File: src/rtl/snake_head_stepper.sv
// Head-position stepper for the snake datapath: latches the requested direction, rejects reversals
// and advances the head one cell per step tick, applying wrap or wall rules at the grid edges.
module snake_head_stepper #(
  parameter int unsigned COORD_W   = 5,
  parameter int unsigned GRID_W    = 32,
  parameter int unsigned GRID_H    = 24,
  parameter int unsigned START_X   = 16,
  parameter int unsigned START_Y   = 12,
  parameter logic [1:0]  START_DIR = 2'b00
) (
  input  logic               clk,
  input  logic               rst,
  input  logic               btn_up,
  input  logic               btn_down,
  input  logic               btn_left,
  input  logic               btn_right,
  input  logic               step_tick,
  input  logic               pause,
  input  logic               wrap_en,
  output logic [COORD_W-1:0] head_x,
  output logic [COORD_W-1:0] head_y,
  output logic [1:0]         dir,
  output logic               head_valid,
  output logic               wall_hit
);

  localparam logic [1:0] DirRight = 2'b00;
  localparam logic [1:0] DirDown  = 2'b01;
  localparam logic [1:0] DirLeft  = 2'b10;
  localparam logic [1:0] DirUp    = 2'b11;

  localparam logic [COORD_W-1:0] XMax     = COORD_W'(GRID_W - 1);
  localparam logic [COORD_W-1:0] YMax     = COORD_W'(GRID_H - 1);
  localparam logic [COORD_W-1:0] PlusOne  = COORD_W'(1);
  localparam logic [COORD_W-1:0] MinusOne = '1;

  typedef enum logic [1:0] {StRun, StPaused, StDead} state_e;

  state_e             state_q, state_d;
  logic [COORD_W-1:0] head_x_q, head_x_d, head_y_q, head_y_d;
  logic [1:0]         dir_q, dir_d, pend_dir_q, pend_dir_d;
  logic               head_valid_q, head_valid_d, wall_hit_q, wall_hit_d;

  logic               btn_any, step, at_edge, wall;
  logic [1:0]         req;
  logic [COORD_W-1:0] dx, dy, wrap_x, wrap_y, next_x, next_y;

  always_comb begin
    btn_any = btn_up | btn_down | btn_left | btn_right;
    if (btn_up)        req = DirUp;
    else if (btn_down) req = DirDown;
    else if (btn_left) req = DirLeft;
    else               req = DirRight;

    // Reversal is judged against the committed direction, not the pending one.
    pend_dir_d = pend_dir_q;
    if (state_q != StDead && btn_any && ((req ^ dir_q) != 2'b10)) begin
      pend_dir_d = req;
    end

    step    = step_tick && !pause && (state_q == StRun);
    dx      = '0;
    dy      = '0;
    at_edge = 1'b0;
    wrap_x  = head_x_q;
    wrap_y  = head_y_q;
    unique case (pend_dir_q)
      DirRight: begin dx = PlusOne;  at_edge = (head_x_q == XMax); wrap_x = '0;   end
      DirLeft:  begin dx = MinusOne; at_edge = (head_x_q == '0);   wrap_x = XMax; end
      DirDown:  begin dy = PlusOne;  at_edge = (head_y_q == YMax); wrap_y = '0;   end
      DirUp:    begin dy = MinusOne; at_edge = (head_y_q == '0);   wrap_y = YMax; end
      default:  ;
    endcase
    next_x = at_edge ? wrap_x : head_x_q + dx;
    next_y = at_edge ? wrap_y : head_y_q + dy;
    wall   = step && at_edge && !wrap_en;

    head_x_d     = head_x_q;
    head_y_d     = head_y_q;
    dir_d        = dir_q;
    head_valid_d = step && !wall;
    wall_hit_d   = wall_hit_q | wall;
    if (step && !wall) begin
      head_x_d = next_x;
      head_y_d = next_y;
      dir_d    = pend_dir_q;
    end

    state_d = state_q;
    unique case (state_q)
      StRun: begin
        if (pause)     state_d = StPaused;
        else if (wall) state_d = StDead;
      end
      StPaused: if (!pause) state_d = StRun;
      StDead:   state_d = StDead;
      default:  state_d = StRun;
    endcase
  end

  always_ff @(posedge clk) begin
    if (rst) begin
      state_q      <= StRun;
      head_x_q     <= COORD_W'(START_X);
      head_y_q     <= COORD_W'(START_Y);
      dir_q        <= START_DIR;
      pend_dir_q   <= START_DIR;
      head_valid_q <= 1'b0;
      wall_hit_q   <= 1'b0;
    end else begin
      state_q      <= state_d;
      head_x_q     <= head_x_d;
      head_y_q     <= head_y_d;
      dir_q        <= dir_d;
      pend_dir_q   <= pend_dir_d;
      head_valid_q <= head_valid_d;
      wall_hit_q   <= wall_hit_d;
    end
  end

  assign head_x     = head_x_q;
  assign head_y     = head_y_q;
  assign dir        = dir_q;
  assign head_valid = head_valid_q;
  assign wall_hit   = wall_hit_q;

endmodule

File: config.mk
export PLATFORM = sky130hd
export DESIGN_NAME = snake_head_stepper
export DESIGN_NICKNAME = d
export VERILOG_FILES = /design/src/rtl/snake_head_stepper.sv
export SDC_FILE = /design/constraint.sdc
export NUM_CORES = 1
export LEC_CHECK = 0
export ABC_CLOCK_PERIOD_IN_PS = 5750
export CORE_ASPECT_RATIO = 0.6
export CORE_UTILIZATION = 47
export CTS_CLUSTER_SIZE = 10
export DETAILED_ROUTE_END_ITERATION = 10
export PLACE_DENSITY = 0.78
export SYNTH_ARGS = -nofsm -noshare
export SYNTH_HDL_FRONTEND = slang
export SYNTH_SLANG_ARGS = --single-unit
export TNS_END_PERCENT = 30
File: constraint.sdc
create_clock -name clk -period 5.75 [get_ports clk]
set_input_delay 1.15 -clock clk [delete_from_list [all_inputs] [get_ports clk]]
set_output_delay 1.15 -clock clk [all_outputs]
set_load 0.01 [all_outputs]
; ---- Yosys cells after proc, flatten, opt, wreduce, memory -nomap -nowiden
; Index checks and enable logic that the tools add are counted.
[totals]
register_bits = 18
latch_bits = 0
ramBits = 0
romBits = 0
input_bits = 9
output_inout_bits = 14
word_cells = 58
memories = 0
[classes]
n_addsub = 2
multipliers = 0
div = 0
n_lt_le_gt_ge = 0
eq_ne = 13
shifts = 0
muxes = 14
bitwise_logic = 5
reduce_logical = 17
[ops]
columns = op, n
row1 = $pmux 5 s2, 4
row2 = $mux 2, 6
row3 = $add 5x5->5, 2
row4 = $eq 5x5->1 const B, 2
row5 = $logic_not 5->1, 2
row6 = $mux 5, 2
row7 = $logic_and 1x1->1, 7
row8 = $eq 2x2->1 const B, 3
row9 = $ne 2x2->1 const B, 3
row10 = $ne 3x1->1 const B, 2
row11 = $pmux 2 s3, 1
row12 = $reduce_and 2->1, 3
row13 = $eq 2x1->1 const B, 2
row14 = $logic_not 2->1, 2
row15 = $or 1x1->1, 4
row16 = $pmux 1 s4, 1
row17 = $logic_not 1->1, 3
row18 = $ne 3x3->1 const B, 1
row19 = $xor 2x2->2, 1

; ---- Depth between registers and ports, before layout
[logic_depth]
ltp_word = 8
mapped_depth = 10
depth_no_buf = 9

; ---- Least setup slack after synthesis
; OpenSTA, ideal clock, no wires.
[synth_path]
path_type = in2reg
from = in pause
to = reg head_y_q[3] (netlist: head_y[3])
setup_ns = 0.122
arrival_time_ns = 2.426
t_required_ns = 5.628
setup_slack_ns = 3.202
path_stages = 4
n_path_buf = 1
path_cell_list = or4b_2 > clkbuf_1 > a21o_1 > a221o_1
[synth_via]
elab_chain_len = 8
[synth_lines]
columns = element, line_no
row1 = "start, declared", 18  ; input logic pause,
row2 = $logic_not 1->1 *, -
row3 = $logic_and 1x1->1 * (2 in series), 61  ; step = step_tick && !pause && (state_q == StRun);
row4 = $logic_and 1x1->1 (2 in series), 76  ; wall = step && at_edge && !wrap_en;
row5 = $logic_not 1->1, 83  ; if (step && !wall) begin
row6 = $logic_and 1x1->1 *, 83
row7 = $reduce_and 2->1 (no line) *, -
row8 = "end signal, assigned", 105  ; head_y_q <= COORD_W'(START_Y);
row9 = "end signal, assigned", 113  ; head_y_q <= head_y_d;
row10 = "end, declared", 40  ; logic [COORD_W-1:0] head_x_q, head_x_d, head_y_q, head_y_d;
; Mark *: on every way between the ends. The rest lies on a longest branch, timed or not.
; A chain may end at the register's enable or synchronous reset.

; ---- Final worst setup path
[layout_path]
from = in pause
to = reg head_x_q[4] (netlist: head_x[4])
[layout_via]
elab_chain_len = 8
[layout_lines]
columns = element, line_no
row1 = $logic_not 1->1 *, -
row2 = $logic_and 1x1->1 * (2 in series), 61
row3 = $logic_and 1x1->1 (2 in series), 76
row4 = $logic_not 1->1, 83
row5 = $logic_and 1x1->1 *, 83
row6 = $reduce_and 2->1 (no line) *, -
row7 = "end signal, assigned", 104  ; head_x_q <= COORD_W'(START_X);
row8 = "end, declared", 40
; Marks and branches as above.

==> out/metrics.cfg <==
[power]
p_int_mw=0.220
clkPwrFrac=0.283
p_sw_frac=0.308
seq_power_share=0.459
power.density_mw_per_mm2=206
power.leakage_nw=0.635
combPwrFrac=0.257
totalPowerFinal_mw=0.317
vdd_ir_drop_max_v=0.000107
power.switching_mw=0.0976

[synth]
async_reset_ff_frac=0
synthTopCellsByArea=dfxtp_1 29%, ha_1 7.9%, a21oi_1 6.8%, mux2i_1 4.0%, a21o_1 3.6%
syn_area_mm2=0.00126
synth_edf_count=0
synth.lib_cells_used.distinct=43
synth.largest_area_cell=dfxtp_1
synth_nets=169
seq_area_frac_synth=0.286
yosysMostFrequentCell=dfxtp_1
synth_top_area_share=0.286
synth_flop_cell=dfxtp_1
synthCells=150
ys_warn_count=0
synth_seq_cells=18
syn-mean-instance-area_um2=8.40
synth_common_cells=18 x dfxtp_1, 17 x a21oi_1, 12 x nand2_1

[floorplanning]
initial_core_util=0.500
row_count=14
die_y_um=42.1
pin_count=23
fp.dieW_um=68.8
core_mm2=0.00252
die_area_mm2=0.00290

[run_status]
outcome=finished clean

[cts]
path_clk_slew_ns=0.07
post_cts_buffers=0
clk_latency_ns=0.26
ctsResizeCount=0
tritoncts=built
root_buffer=clkbuf_8
cts-buffers-inserted=3
cts_htree_levels=1
holdBufCountCts=0
cts_buffer_depth=2
clock-sinks=18

[critical_path]
crit_required_ns=5.88
crit_type=in2reg
crit_path_end_kind=register
cp_max_fo=6
startpoint_type=input port
crit_arrival_ns=3.05

[final_layout]
area_growth_pct=22.0
fill_cells=225
finalNetCount=190
diodes=0
drive_above_1_share=0.0651

[global_route]
gr-max-usage-layer=met2
gr-usage-met1=0.356
antenna_found_initial=0
grt_max_degree=14
overflow=0
grtUsageMet2=0.363
grt_util_met3=0.0788
grt_pass1_wl_mm=5.28
grt_usage=0.251
grt_pass1_vias=1090

[detailed_routing]
route.detailed.drc=0
vias_per_cell=6.19
via_count=1244
initialDrtViolationCount=162
dr.pass1.iters=5
wl_per_cell_um=16.8
ant_nets=0
wirelength_mm=3.37

[sta]
fmax_mhz=343
slew_viol_final=0
clock-skew-final_ns=0.00208
tightest_slew_ns=0.689
rsz0062_at_grt=false
fin_crit_ns=2.92
slew_headroom=0.535
min_period_over_period=0.508
setup_tns_ns=0
setup_viol=0
hold_viol=0

[placement]
port_buffers=22
gp_congestion=0.918
hpwl_mm=2.57

[run]
cap_violations=0

[worst_hold_path]
hold_path.class=reg2reg

## placed cells by master, fill, tap and decap left out, drive strengths merged, types with 2 or more instances in the layout
cell type      Yosys  routed
ha                 8       8
nor4b              2       2
a21o               6       6
nand2b             4       4
clkbuf             5       3
xor2               2       2
mux2i              5       5
o21ai              7       7
nor2              11      11
a21oi             17      17
xnor2              3       3
dfxtp             18      18
clkdlybuf4s50      0      22
a31oi              2       2
inv                9       9
nand3              4       4
nand4b             2       2
or4                3       3
nand2             12      12
o21a               2       2
nor3               7       7
fa                 2       2
## power groups by stage
stage               registers [mW]  clock network (mW)  logic, mW
floorplan                    0.147                   0     0.0492
global placement             0.147                   0     0.0760
detailed placement           0.148                   0     0.0800
CTS                          0.145              0.0893     0.0806
global route                 0.146              0.0953     0.0891
finish                       0.146              0.0899     0.0816
## flip-flops by register name (all words and copies together) (netlist names)
name and count:
pend_dir_q 2, wall_hit 1, state_q 2, head_x 5
dir 2, head_y 5, head_valid 1
## final timing paths
| path | start | end | slack (ns) | depth (start not counted) |
|---|---|---|---|---|
| hold reg to reg | wall_hit | wall_hit | 0.46 | 2 |
| hold / removal | wall_hit | wall_hit | 0.46 | 2 |
| setup / recovery | pause | head_x[4] | 2.83 | 5 |
| setup reg to reg | pend_dir_q[0] | head_x[4] | 3.05 | 8 |
## routing by layer
metal  share of wire  wire, um  vias up
li1                -         -      585
met1            0.44      1500      577
met2            0.44      1480       72
met3            0.10       338       10
met4           0.017        56        0
met5               0         0        -
## through the flow
step | setup slack (ns) | util | area (um2) | hold WS (ns) | instances
after floorplan | 3.20 | - | 1260 | 0.456 | 150
after global placement | 2.74 | 0.593 | 1500 | 0.434 | 198
after detailed placement | 2.62 | 0.593 | 1500 | 0.460 | 198
after CTS | 2.88 | 0.610 | 1540 | 0.470 | 201
after global routing | 2.76 | 0.610 | 1540 | 0.496 | 201
final | 2.83 | 0.610 | 1540 | 0.458 | 201
## final cells by class
cell class                 count  area [um2]  area share
multi-input combinational    117         842       0.548
sequential                    18         360       0.234
timing repair buffer          22         220       0.143
clock buffer                   3        41.3      0.0269
tap                           32        40.0      0.0260
inverter                       9        33.8      0.0220
## critical path: stages
cell	delay [ns]
clkdlybuf4s50_1	0.45
nor4b_2	0.52
nand3_1	0.21
o21a_1	0.22
or4_1	0.50
## cells by family (layout without fill, tap and decap cells)
group | count (synthesis) | after routing | synth area share
compound gates | 45 | 45 | 0.234
xor+xnor | 5 | 5 | 0.0348
fa+ha+maj | 10 | 10 | 0.111
buf+inv | 15 | 34 | 0.0457
flops | 18 | 18 | 0.286
mux | 5 | 5 | 0.0397
simple gates | 52 | 52 | 0.248
(Power assumes the default switching activity.)
==> RTL edit 1, RTL diff (same settings) <==
Add an input register stage for `btn_right`, without a reset; this delays it by one clock. The other inputs are not delayed to match.
--- a/src/rtl/snake_head_stepper.sv
+++ b/src/rtl/snake_head_stepper.sv
@@ -38,2 +38,8 @@
 
+  logic btn_right_q;
+
+  always_ff @(posedge clk) begin
+    btn_right_q <= btn_right;
+  end
+
   state_e             state_q, state_d;
@@ -48,3 +54,3 @@
   always_comb begin
-    btn_any = btn_up | btn_down | btn_left | btn_right;
+    btn_any = btn_up | btn_down | btn_left | btn_right_q;
     if (btn_up)        req = DirUp;
Formal check against the unedited RTL: not equivalent (a bounded check fails within 4 cycles, from zero or initial values and one cycle with rst high).
==> RTL edit 1 against the unedited design <==
  * Cell count up 2.0%
  * Area after synthesis is 4.5% higher
  * Final area rose by 3.3%
  * Register-to-register slack better by 0.20 ns
  * Routed wire length grew 2.0%
  * Sequential cell count grew 1
  * Count of clock-buffer cells in the layout is the same
  * Power rose by 6.1%
  * Worst setup slack worse by 0.050 ns
  * Critical path type unchanged
  * Largest power group unchanged
==> RTL edit 1: results (changes against the unedited design) <==
[outcome]
outcome = complete, no violations  ; unchanged

[layout]
nFillCells = 213  ; was 225
drive_gt1_share_pct = 6.94  ; was 6.51%
area_delta_synth_final_pct = 20.6  ; was 22.0%
nets = 193  ; was 190

[clock_network]
post_cts_resized = 0  ; unchanged
postCtsSetupRepairBufs = 0  ; unchanged
clk_pin_slew_ns = 0.08

[grt]
use_met1_pct = 32.3  ; was 35.6%
grt_pass1_wl_um = 5660  ; was 5280 um
grtUsageMet3_pct = 6.65  ; was 7.88%
grt.total_usage_pct = 24.2  ; was 25.1%
grt_max_degree = 17  ; was 14
grt_pass1_vias = 1194  ; was 1090
grtUsageMet2_pct = 38.5  ; was 36.3%

[placement]
placedInstanceArea_mm2 = 0.00154  ; was 0.00150 mm2
preCtsSetupSlack_ns = 2.55  ; was 2.62 ns
dpl.hpwl_um = 2480  ; was 2570 um
place.gp.congestion = 0.824  ; was 0.918

[routing]
first_iter_violations = 70  ; was 162
wirelength_um = 3440  ; was 3370 um
avgViaCountPerCell = 6.20  ; was 6.19
wl_met2_um = 1450  ; was 1480 um
met3_length_um = 318  ; was 338 um
top_layer = met4  ; unchanged
drt_first_pass_iters = 4  ; was 5
drt-met1-wl_um = 1620  ; was 1500 um

[power]
ir_drop_uv = 92.2  ; was 107 uV
p_int_mw = 0.229  ; was 0.220 mW
power_frac_comb_pct = 25.0  ; was 25.7%
p_leak_nw = 0.639  ; was 0.635 nW

[logic_synthesis]
yosys_most_used_dff = dfxtp_1  ; unchanged
synthAdderAreaFrac_pct = 10.6  ; was 11.1%
synth_area_leaders = dfxtp_1 29%, a21oi_1 7.6%, ha_1 7.6%, nor3_1 3.8%, fa_1 3.0%  ; was dfxtp_1 29%, ha_1 7.9%, a21oi_1 6.8%, mux2i_1 4.0%, a21o_1 3.6%
synthMuxAreaShare_pct = 1.52  ; was 3.97%
synth_common_cells = 20 x a21oi_1, 19 x dfxtp_1, 10 x nor3_1  ; was 18 x dfxtp_1, 17 x a21oi_1, 12 x nand2_1
ys_seq_area_share_pct = 28.9  ; was 28.6%
synth_compound_area_share_pct = 28.2  ; was 23.4%
synth.distinct_cells = 51  ; was 43
syn-num-nets = 173  ; was 169
synth_top_family_by_area = compound AO/OA/AOI/OAI gates  ; was simple AND/OR/NAND/NOR gates
synth_xor_area_share_pct = 2.66  ; was 3.48%

[setup_path]
cpMaxStageDelayCell = or4b_1  ; was nor4b_2
crit_fanout = 10  ; was 6
path_delay_family = compound AO/OA/AOI/OAI gates  ; was simple AND/OR/NAND/NOR gates
critical-path-max-stage-delay_ns = 0.59  ; was 0.52 ns
crit_arrival_ns = 3.11  ; was 3.05 ns

[timing]
worstMarginPinSlew_ns = 0.783  ; was 0.689 ns
finClkSkew_ns = 0.00491  ; was 0.00208 ns

[min_path]
hold_path.class = reg -> reg  ; unchanged

## RTL edit 1: cell count changes after synthesis, moves of 4 or more
cell,change
nor3_1,+5
a21o_1,-4
nor2_1,-4
nor2b_1,+5
## RTL edit 1: cell type report
cell class / instances / area [um2] / area share (%)
clock buffer: 3 / 41.3 / 2.60
inverter: 8 / 30.0 / 1.89
clock inverter: 1 / 5.00 / 0.315
timing repair buffer: 22 / 220 / 13.9
tap: 32 / 40.0 / 2.52
sequential: 19 / 380 / 24.0
multi-input combinational: 120 / 871 / 54.8
## RTL edit 1: path summary, 6_finish.rpt
| kind | start | end | slack (ns) | cells after the start |
|---|---|---|---|---|
| setup / recovery | step_tick | head_y[4] | 2.78 | 5 |
| hold / removal | state_q[1] | state_q[0] | 0.44 | 1 |
| setup reg to reg | pend_dir_q[1] | head_x[4] | 3.25 | 7 |
| hold reg to reg | state_q[1] | state_q[0] | 0.44 | 1 |
## RTL edit 1: per-stage QoR
stage          cells  utilization [%]  power, mW  hold WS [ns]
6_report         205             61.7      0.336         0.441
2_1_floorplan    154                -      0.209         0.404
3_3_place_gp     201             59.9      0.233         0.416
5_1_grt          205             61.7      0.350         0.473
4_1_cts          205             61.7      0.334         0.441
3_5_place_dp     201             59.9      0.239         0.430
## RTL edit 1: power by group through the flow
| stage | Combinational, mW | Clock [mW] | Sequential, mW |
|---|---|---|---|
| 2_1_floorplan | 0.0559 | 0 | 0.153 |
| 3_3_place_gp | 0.0775 | 0 | 0.156 |
| 3_5_place_dp | 0.0824 | 0 | 0.157 |
| 4_1_cts | 0.0831 | 0.0973 | 0.154 |
| 5_1_grt | 0.0918 | 0.102 | 0.156 |
| 6_report | 0.0840 | 0.0979 | 0.154 |
==> RTL edit 2, RTL diff (same flow settings) <==
Made on the original files. Set the parameter `COORD_W` to 10 (it was 5).
--- a/src/rtl/snake_head_stepper.sv
+++ b/src/rtl/snake_head_stepper.sv
@@ -3,3 +3,3 @@
 module snake_head_stepper #(
-  parameter int unsigned COORD_W   = 5,
+  parameter int unsigned COORD_W   = 10,
   parameter int unsigned GRID_W    = 32,
Ports: changed (resized head_x and head_y); port bits go from 23 to 33. No check against the original RTL was run, so the function may have changed too.
==> RTL edit 2 against the unedited design <==
  * Die area up 62%
  * Critical path depth increased by 1
  * Sequential power increased by 49%
  * Sequential cell count increased by 10
  * Power rose by 61%
  * Final area increased by 63%
  * Area after synthesis increased by 65%
  * Cell count up 67%
  * Utilization is 0.75 points lower
  * Clock power rose by 79%
  * Routed wire length is 53% higher
  * Largest cell class unchanged
  * Worst setup slack worse by 0.083 ns
==> RTL edit 2: results (changes against the unedited design) <==
[clock_network]
clk_pin_slew_ns = 0.10  ; was 0.07 ns
htreeDepth = 1  ; unchanged
postCtsSetupRepairBufs = 0  ; unchanged
root_buffer = clkbuf_8  ; unchanged
cts_buffer_depth = 2  ; unchanged
post_cts_resized = 0  ; unchanged
numCtsBuffers = 3  ; unchanged
clk_latency_ns = 0.29  ; was 0.26 ns

[min_path]
min_path_cells = 2  ; unchanged
hold_path.class = reg -> reg  ; unchanged

[grt]
grt_pass1_wl_um = 8510  ; was 5280 um
antenna_found_initial = 0  ; unchanged
grt.total_usage_pct = 23.7  ; was 25.1%
grt_max_degree = 36  ; was 14
grt_pass1_vias = 1765  ; was 1090

[power]
ir_drop_uv = 134  ; was 107 uV
p_leak_nw = 0.961  ; was 0.635 nW

[logic_synthesis]
synth_area_leaders = dfxtp_1 27%, ha_1 11%, a21oi_1 4.8%, nor2_1 4.3%, xnor2_1 3.0%  ; was dfxtp_1 29%, ha_1 7.9%, a21oi_1 6.8%, mux2i_1 4.0%, a21o_1 3.6%
synth_common_cells = 28 x dfxtp_1, 24 x nor2_1, 20 x a21oi_1  ; was 18 x dfxtp_1, 17 x a21oi_1, 12 x nand2_1
ys_seq_area_share_pct = 27.0  ; was 28.6%
syn-num-nets = 276  ; was 169
synth_warnings = 0  ; unchanged
synthArstFlopShare_pct = 0  ; unchanged
synth.avg_cell_area_um2 = 8.40  ; about the same
synth.distinct_cells = 56  ; was 43

[routing]
num_vias = 2046  ; was 1244
wire_per_inst_um = 15.4  ; was 16.8 um
first_iter_violations = 132  ; was 162
drt_first_pass_iters = 5  ; unchanged

[placement]
dpl.hpwl_um = 3830  ; was 2570 um
portBuffers = 32  ; was 22
dp.cells = 332  ; was 198
place.gp.congestion = 0.937  ; was 0.918

[setup_path]
crit_arrival_ns = 3.22  ; was 3.05 ns
crit_fanout = 15  ; was 6
reg2reg_from = pend_dir_q[1]  ; was pend_dir_q[0]
reg2reg_depth = 9  ; was 8
regToRegSetupSlack_ns = 2.76  ; was 3.05 ns
startpoint = pause  ; unchanged
endpoint = head_y[9]  ; was head_x[4]

[timing]
finClkSkew_ns = 0.00539  ; was 0.00208 ns
worstMarginPinSlew_ns = 0.912  ; was 0.689 ns

[layout]
antennaDiodeCount = 0  ; unchanged
nets = 306  ; was 190
drive_gt1_share_pct = 4.35  ; was 6.51%
nFillCells = 364  ; was 225
fin_cells = 336  ; was 201

[outcome]
outcome = complete, no violations  ; unchanged

RTL edit 2: worst min path at each step:
stage,startpoint,endpoint,slack [ns]
4_1_cts,wall_hit,wall_hit,0.48
3_3_place_gp,wall_hit,wall_hit,0.43
5_1_grt,wall_hit,wall_hit,0.51
2_1_floorplan,state_q[1],state_q[0],0.46
3_5_place_dp,wall_hit,wall_hit,0.46
6_report,wall_hit,wall_hit,0.47
RTL edit 2: power by group:
group	internal (mW)	switching (mW)
logic	0.0596	0.0721
clock network	0.0935	0.0677
registers	0.204	0.0145
RTL edit 2: final cells by class:
class,instances,area share [%]
Inverter,13,1.95
Clock inverter,1,1.20
Sequential cell,28,22.3
Multi-Input combinational cell,198,56.8
Timing Repair Buffer,33,13.1
Tap cell,60,2.99
Clock buffer,3,1.65
RTL edit 2: cells by family after synthesis:
group / Yosys count / share of synthesized area [%]
adders and majority gates: 20 / 12.8
DFF: 28 / 27.0
xor gates and xnor gates: 11 / 4.64
buffers and inverters: 21 / 4.34
AOI/OAI and AO/OA: 80 / 27.8
and+or+nand+nor: 87 / 23.4
RTL edit 2: worst max-delay path, stage by stage:
cell and delay, ns:
clkdlybuf4s50_1 0.44, or4b_1 0.62, a41o_1 0.33, nor2_4 0.33
o211ai_1 0.15, a31oi_1 0.19
RTL edit 2: metal layers:
| metal | vias up | GRT usage [%] | part of all wire [%] | wire length (um) |
|---|---|---|---|---|
| li1 | 1003 | - | - | - |
| met1 | 978 | 35.6 | 51 | 2650 |
| met2 | 61 | 35.1 | 41 | 2120 |
| met3 | 4 | 4.37 | 7.4 | 381 |
| met4 | 0 | 3.28 | 0.44 | 23 |
| met5 | - | 0 | 0 | 0 |
RTL edit 2: metrics by stage:
step | hold slack [ns] | instance area, um2 | util (%) | setup WS, ns
after CTS | 0.479 | 2510 | 60.2 | 2.75
after global placement | 0.433 | 2440 | 58.5 | 2.54
after detailed placement | 0.463 | 2440 | 58.5 | 2.49
after global routing | 0.509 | 2510 | 60.2 | 2.39
final | 0.473 | 2510 | 60.2 | 2.75
after floorplan | 0.456 | 2080 | - | 3.07
